File: src/rtl/tohost_exit_monitor.sv
// ---------------------------------------------------------------------------
// tohost_exit_monitor
//
// Harness-side end of the HTIF-style pass/fail mailbox. Snoops the core's
// 32-bit write bus for writes to the 64-bit tohost word (low word at
// TOHOST_ADDR, high word at TOHOST_ADDR+4). It decodes exit and console
// commands, drives sticky pass/fail flags, and reports the exit code and a
// run-cycle count for post-mortem.
//
// Optional feature: define TOHOST_WATCHDOG_EN to enable a watchdog. The
// watchdog moves the monitor to TIMEOUT after TIMEOUT_CYCLES run cycles
// that contain no exit.
//
// Ports:
//   clock, reset     harness clock (rising edge), synchronous active-high reset
//   io_wr_valid/ready, io_wr_addr/data/strb
//                    write bus; ready is constant 1 once out of reset
//   io_success       sticky pass (PASS state only)
//   io_fail          sticky fail (FAIL or TIMEOUT)
//   io_exit_code     decoded exit code (all ones on timeout)
//   io_timeout       sticky watchdog expiry (tied 0 without the watchdog)
//   io_putc_valid    one-cycle console character strobe
//   io_putc_data     console character
//   io_cycles        saturating RUN-state cycle count, frozen once terminal
// ---------------------------------------------------------------------------
module tohost_exit_monitor #(
    parameter logic [31:0] TOHOST_ADDR    = 32'h8000_1000,
    parameter int          CNT_W          = 32,
    parameter int          TIMEOUT_CYCLES = 1000000
) (
    input  logic             clock,
    input  logic             reset,
    input  logic             io_wr_valid,
    output logic             io_wr_ready,
    input  logic [31:0]      io_wr_addr,
    input  logic [31:0]      io_wr_data,
    input  logic [3:0]       io_wr_strb,
    output logic             io_success,
    output logic             io_fail,
    output logic [30:0]      io_exit_code,
    output logic             io_timeout,
    output logic             io_putc_valid,
    output logic [7:0]       io_putc_data,
    output logic [CNT_W-1:0] io_cycles
);

    typedef enum logic [1:0] {
        ST_RUN     = 2'd0,
        ST_PASS    = 2'd1,
        ST_FAIL    = 2'd2,
        ST_TIMEOUT = 2'd3
    } state_t;

    localparam logic [31:0]      TOHOST_HI = TOHOST_ADDR + 32'd4;
    localparam logic [CNT_W-1:0] WD_LAST   = CNT_W'(TIMEOUT_CYCLES - 1);
`ifdef TOHOST_WATCHDOG_EN
    localparam bit WD_EN = 1'b1;
`else
    localparam bit WD_EN = 1'b0;
`endif

    state_t           state_reg, state_next;
    logic             ready_reg;
    logic [31:0]      lo_word_reg, lo_word_next;
    logic [30:0]      exit_code_reg, exit_code_next;
    logic             putc_valid_reg, putc_valid_next;
    logic [7:0]       putc_data_reg, putc_data_next;
    logic [CNT_W-1:0] cycles_reg, cycles_next;

    logic        wr_fire;
    logic        lo_hit;
    logic        hi_hit;
    logic [31:0] lo_merged;
    logic [31:0] hi_merged;
    logic        is_exit;
    logic        is_putc;
    logic        wd_expire;

    assign wr_fire = io_wr_valid && ready_reg;
    assign lo_hit  = wr_fire && (io_wr_addr == TOHOST_ADDR);
    assign hi_hit  = wr_fire && (io_wr_addr == TOHOST_HI);

    // Low word merges into the held value; the high word has no backing
    // register, so unwritten bytes of it read as zero.
    for (genvar gi = 0; gi < 4; gi++) begin : g_merge
        assign lo_merged[8*gi +: 8] = io_wr_strb[gi] ? io_wr_data[8*gi +: 8]
                                                     : lo_word_reg[8*gi +: 8];
        assign hi_merged[8*gi +: 8] = io_wr_strb[gi] ? io_wr_data[8*gi +: 8]
                                                     : 8'h00;
    end

    // device = hi[31:24], cmd = hi[23:16]; lo_word supplies the payload.
    assign is_exit = hi_hit && (hi_merged[31:24] == 8'd0) && lo_word_reg[0];
    assign is_putc = hi_hit && (hi_merged[31:24] == 8'd1)
                            && (hi_merged[23:16] == 8'd1);

    // The expiry condition is evaluated only in RUN; an exit in the same
    // cycle takes priority in the next-state logic below.
    assign wd_expire = WD_EN && (state_reg == ST_RUN) && (cycles_reg == WD_LAST);

    always_comb begin
        state_next      = state_reg;
        lo_word_next    = lo_word_reg;
        exit_code_next  = exit_code_reg;
        putc_valid_next = 1'b0;
        putc_data_next  = putc_data_reg;
        cycles_next     = cycles_reg;

        if (hi_hit) begin
            lo_word_next = '0;
        end else if (lo_hit) begin
            lo_word_next = lo_merged;
        end

        if (state_reg == ST_RUN) begin
            if (cycles_reg != {CNT_W{1'b1}}) begin
                cycles_next = cycles_reg + 1'b1;
            end
            if (is_exit) begin
                exit_code_next = lo_word_reg[31:1];
                state_next     = (lo_word_reg[31:1] == 31'd0) ? ST_PASS : ST_FAIL;
            end else if (wd_expire) begin
                exit_code_next = 31'h7FFF_FFFF;
                state_next     = ST_TIMEOUT;
            end
            if (is_putc) begin
                putc_valid_next = 1'b1;
                putc_data_next  = lo_word_reg[7:0];
            end
        end
    end

    always_ff @(posedge clock) begin
        if (reset) begin
            state_reg      <= ST_RUN;
            ready_reg      <= 1'b0;
            lo_word_reg    <= '0;
            exit_code_reg  <= '0;
            putc_valid_reg <= 1'b0;
            putc_data_reg  <= '0;
            cycles_reg     <= '0;
        end else begin
            state_reg      <= state_next;
            ready_reg      <= 1'b1;
            lo_word_reg    <= lo_word_next;
            exit_code_reg  <= exit_code_next;
            putc_valid_reg <= putc_valid_next;
            putc_data_reg  <= putc_data_next;
            cycles_reg     <= cycles_next;
        end
    end

    assign io_wr_ready   = ready_reg;
    assign io_success    = (state_reg == ST_PASS);
    assign io_fail       = (state_reg == ST_FAIL) || (state_reg == ST_TIMEOUT);
`ifdef TOHOST_WATCHDOG_EN
    assign io_timeout    = (state_reg == ST_TIMEOUT);
`else
    assign io_timeout    = 1'b0;
`endif
    assign io_exit_code  = exit_code_reg;
    assign io_putc_valid = putc_valid_reg;
    assign io_putc_data  = putc_data_reg;
    assign io_cycles     = cycles_reg;

endmodule

File: config.mk
export PLATFORM = sky130hd
export DESIGN_NAME = tohost_exit_monitor
export DESIGN_NICKNAME = d
export VERILOG_FILES = /design/src/rtl/tohost_exit_monitor.sv
export SDC_FILE = /design/constraint.sdc
export NUM_CORES = 1
export LEC_CHECK = 0
export CAP_MARGIN = 25
export CORE_MARGIN = 4
export CORE_UTILIZATION = 40
export CTS_CLUSTER_DIAMETER = 60
export DETAILED_ROUTE_END_ITERATION = 7
export PLACE_DENSITY_LB_ADDON = 0.15
export SLEW_MARGIN = 15
export SYNTH_ARGS = -nofsm -noshare
export SYNTH_HDL_FRONTEND = slang
export SYNTH_SLANG_ARGS = --single-unit
File: constraint.sdc
create_clock -name clock -period 4.07 [get_ports clock]
set_clock_uncertainty 0.1 [all_clocks]
set_input_delay 0.814 -clock clock [delete_from_list [all_inputs] [get_ports clock]]
set_output_delay 0.814 -clock clock [all_outputs]
set_load 0.05 [all_outputs]
Word-level counts from Yosys, hierarchy flattened

Cells that the tools add are included.

Logic and storage cells: 45
Bits of input ports: 71
Output and inout bits: 76
Bits in registers: 107

$add $sub $neg: 1
Bitwise gates (word level): 1
Mux-type cells: 5
Eq/ne operators: 8
Reductions and logical operators: 20

Operator list:

| operator                                            | count |
|---|---|
| equality test 32 bit, second input constant         | 2 |
| adder 32 x 1 -> 32 bit, second input constant       | 1 |
| != test 32 bit, second input constant               | 1 |
| zero test 31 bit                                    | 1 |
| equality test 8 x 1 -> 1 bit, second input constant | 2 |
| 2-to-1 mux 8 bit                                    | 2 |
| AND reduction 2 bit                                 | 7 |
| zero test 8 bit                                     | 1 |
| logical AND 1 bit                                   | 7 |
| equality test 2 bit, second input constant          | 2 |
| OR reduction 2 bit                                  | 2 |
| equality test 2 x 1 -> 1 bit, second input constant | 1 |
| zero test 2 bit                                     | 1 |
| 2-to-1 mux 1 bit                                    | 2 |
| 2-to-1 mux 2 bit                                    | 1 |
| logical OR 1 bit                                    | 1 |
| inverter 1 bit                                      | 1 |

Logic depth before layout (Yosys ltp)

Depth in word-level cells: 5
Depth in mapped cells: 7

Worst setup path after synthesis

Ideal clock, no wire load.

Path kind: input port to flip-flop
Start: in io_wr_addr[17]
End: reg exit_code_reg[0] (netlist: io_exit_code[0])
Data arrival time: 2.341 ns
Setup time: 0.132 ns
Required time: 3.838 ns
Buffers on the path: 1
Setup slack: 1.497 ns
Cell stages on the path: 6
Path through: nor4_2 -> nand4_4 -> or4_4 -> buf_6 -> o21ai_1 -> a21oi_1

Longest elaborated chain between the ends: 5

RTL lines:

| element                              | line | text |
|---|---|---|
| from (decl)                          | 35   | `input logic [31:0] io_wr_addr,` |
| equality test 32 bit                 | 81   | `assign hi_hit = wr_fire && (io_wr_addr == TOHOST_HI);` |
| logical AND 1 bit                    | 81   |  |
| logical AND 1 bit (2 in a row)       | 93   | `assign is_exit = hi_hit && (hi_merged[31:24] == 8'd0) && lo_word_reg[0];` |
| AND reduction 2 bit (no source line) | n/a  |  |
| to (signal assigned)                 | 146  | `exit_code_reg <= exit_code_next;` |
| to (decl)                            | 65   | `logic [30:0] exit_code_reg, exit_code_next;` |

Every way passes these cells.
A chain may end at the register's enable or synchronous reset.

Final worst setup path

Start: in io_wr_addr[5]
End: reg state_reg[1]

Longest elaborated chain between the ends: 5

RTL lines:

| element                              | line | text |
|---|---|---|
| equality test 32 bit                 | 81   |  |
| logical AND 1 bit                    | 81   |  |
| logical AND 1 bit (2 in a row)       | 93   |  |
| AND reduction 2 bit (no source line) | n/a  |  |
| to (signal assigned)                 | 143  | `state_reg <= state_next;` |
| to (decl)                            | 62   | `state_t state_reg, state_next;` |

Every way passes these cells.

==> reports/results.ini <==
[worst_setup_path]
cp.arrival_ns = 3.20
cp-end-kind = flop
cp_max_fo = 41
cp-start-kind = input pin
crit_type = in -> reg
cp.required_ns = 4.26

[clock_tree]
clk_latency_ns = 0.35
ctsHoldBuffers = 0
cts_buffer_depth = 2
post_cts_resize_count = 0
cts_inserted_buffers = 9
cts.sink_count = 107
cts-root-buf = clkbuf_16
cts.clk_slew.worst_paths_ns = 0.07
cts_setup_buffers = 0
htreeDepth = 3
tritoncts = built

[floorplanning]
ioPinCount = 147
die_h_um = 118
rows = 40
start_util = 0.408
die_w_um = 118
core-area_um2 = 12000
fp.dieArea_um2 = 14000

[sta]
max_freq_mhz = 332
finalHoldViolations = 0
timing.final.setup_violations = 0
min_period_ns = 3.01
rsz0062_at_grt = no
fin_ws_ns = 1.06
fin_crit_sh = 0.739
slew_headroom = 0.348
report.final.slew_viol_count = 0
tns_ns = 0
tightest_slew_ns = 0.974
fin_hold_ws_ns = 0.386

[finish]
syn_to_final_growth_pct = 36.4
layout.nets = 730
num_antenna_cells = 0
drive_gt1_frac = 0.0846

[route]
viasPerCell = 5.58
num_vias = 4515
drtPass1Iterations = 5
drt_iter0_markers = 343
wl_mm = 14.3
wire_per_inst_um = 17.7
route.detailed.drc = 0
drtAntennaViolNets = 0

[synth]
netlist_instances = 531
synthTopCellsByCount = dfxtp_1, nor2_1, a21oi_1
ys_seq_area_frac = 0.439
synthArstFlopShare = 0
syn-num-nets = 603
yosysTopAreaCell = dfxtp_1
synth_area_um2 = 4880
synth-seq-cells = 107
synthMostInstantiatedCell = dfxtp_1
synth-edff-count = 0
synth_top_area_frac = 0.439
syn_avg_cell_area_um2 = 9.18
yosysWarnings = 0
synth_area_leaders = dfxtp_1, mux2i_1, a21oi_1
synthFlopType = dfxtp_1
yosysUniqueCellTypes = 57

[worst_hold_path]
hp-class = reg -> reg

[pwr]
p_sw_w = 0.000459
p_sw_frac = 0.229
power_frac_comb = 0.070
max-vdd-ir-drop_mv = 0.190
power.internal_w = 0.00154
leakagePower_nw = 2.15
cellPowerDensity_nw_per_um2 = 301
clock_power_share = 0.403
seqPwrFrac = 0.527

[placed_design]
place_ws_ns = 0.689
io_buffer_count = 145
dp_hpwl_mm = 10.3
place.gp.congestion = 0.843

[global_routing]
grt_pass1_wl_mm = 22.9
antenna_found_initial = 0
grt_pass1_vias = 4365
track_usage = 0.201
grt_max_degree = 42
grt_overflow = 0

[status]
outcome = complete, no violations

[run]
cap_violations = 0

[layout by cell type (no fill, tap or decap), drive strengths merged, types with 4 or more instances in the layout]
master,Yosys,final
nand2,20,20
mux2i,33,33
inv,6,7
nor2,57,57
or3,9,9
mux2,5,5
o31ai,5,5
clkdlybuf4s50,0,144
or4,6,6
clkbuf,17,10
buf,19,8
o21ai,45,45
nor4,23,23
a211oi,4,4
a21oi,51,51
nor2b,6,6
nor3,8,8
and4,5,5
dfxtp,107,107
xnor2,11,11
nand3,42,42
nand4,20,20
[power groups by stage]
stage	clock, W	combinational [W]	sequential [W]
2_1_floorplan	0	0.0000391	0.00109
3_3_place_gp	0	0.000140	0.00108
3_5_place_dp	0	0.000141	0.00108
4_1_cts	0.000824	0.000142	0.00105
5_1_grt	0.000875	0.000150	0.00105
6_report	0.000805	0.000141	0.00105
[worst paths after layout]
path / startpoint / endpoint / slack (ns) / cells after the start
max reg2reg: state_reg[1] / io_cycles[29] / 1.42 / 5
min reg2reg: io_exit_code[18] / io_exit_code[18] / 0.39 / 2
min: io_exit_code[18] / io_exit_code[18] / 0.39 / 2
max: io_wr_addr[5] / state_reg[1] / 1.06 / 6
[per-layer routing]
layer | share of wire | vias up | track usage
li1 | - | 2197 | -
met4 | 0.015 | 0 | 0.0644
met1 | 0.47 | 2149 | 0.278
met2 | 0.45 | 155 | 0.309
met3 | 0.067 | 14 | 0.0488
met5 | 0 | - | 0
[metrics by stage]
stage | std cells | power, W | util | area, µm²
final | 809 | 0.00200 | 0.556 | 6650
after CTS | 809 | 0.00202 | 0.556 | 6650
after detailed placement | 794 | 0.00122 | 0.533 | 6380
after floorplan | 531 | 0.00113 | - | 4880
after global routing | 809 | 0.00208 | 0.556 | 6650
after global placement | 794 | 0.00122 | 0.533 | 6380
[cell type report]
class,instances,area [µm²]
clock inverters,5,38.8
well taps,147,184
repair buffers,152,1510
fillers,1064,5310
inverters,6,22.5
multi-input cells,382,2520
clock buffers,10,229
flip-flops and latches,107,2140
[cell families (layout without fill, tap and decap cells)]
group	after synthesis	count (layout)	share of synthesized area
adders and majority gates	1	1	0.00257
DFF	107	107	0.439
buffers and inverters	42	173	0.0462
and+or+nand+nor	209	209	0.268
muxes	38	38	0.0793
xor gates and xnor gates	11	11	0.0198
other	1	1	0.000769
AOI/OAI and AO/OA	122	122	0.144
[worst max-delay path, cell delays in order]
cell             delay (ns)
clkdlybuf4s50_1        0.45
nor4_4                 0.35
nand4_4                0.32
or4_4                  0.86
nor3_1                 0.28
o21a_1                 0.12
Note: power is estimated with default switching activity, not from simulation.
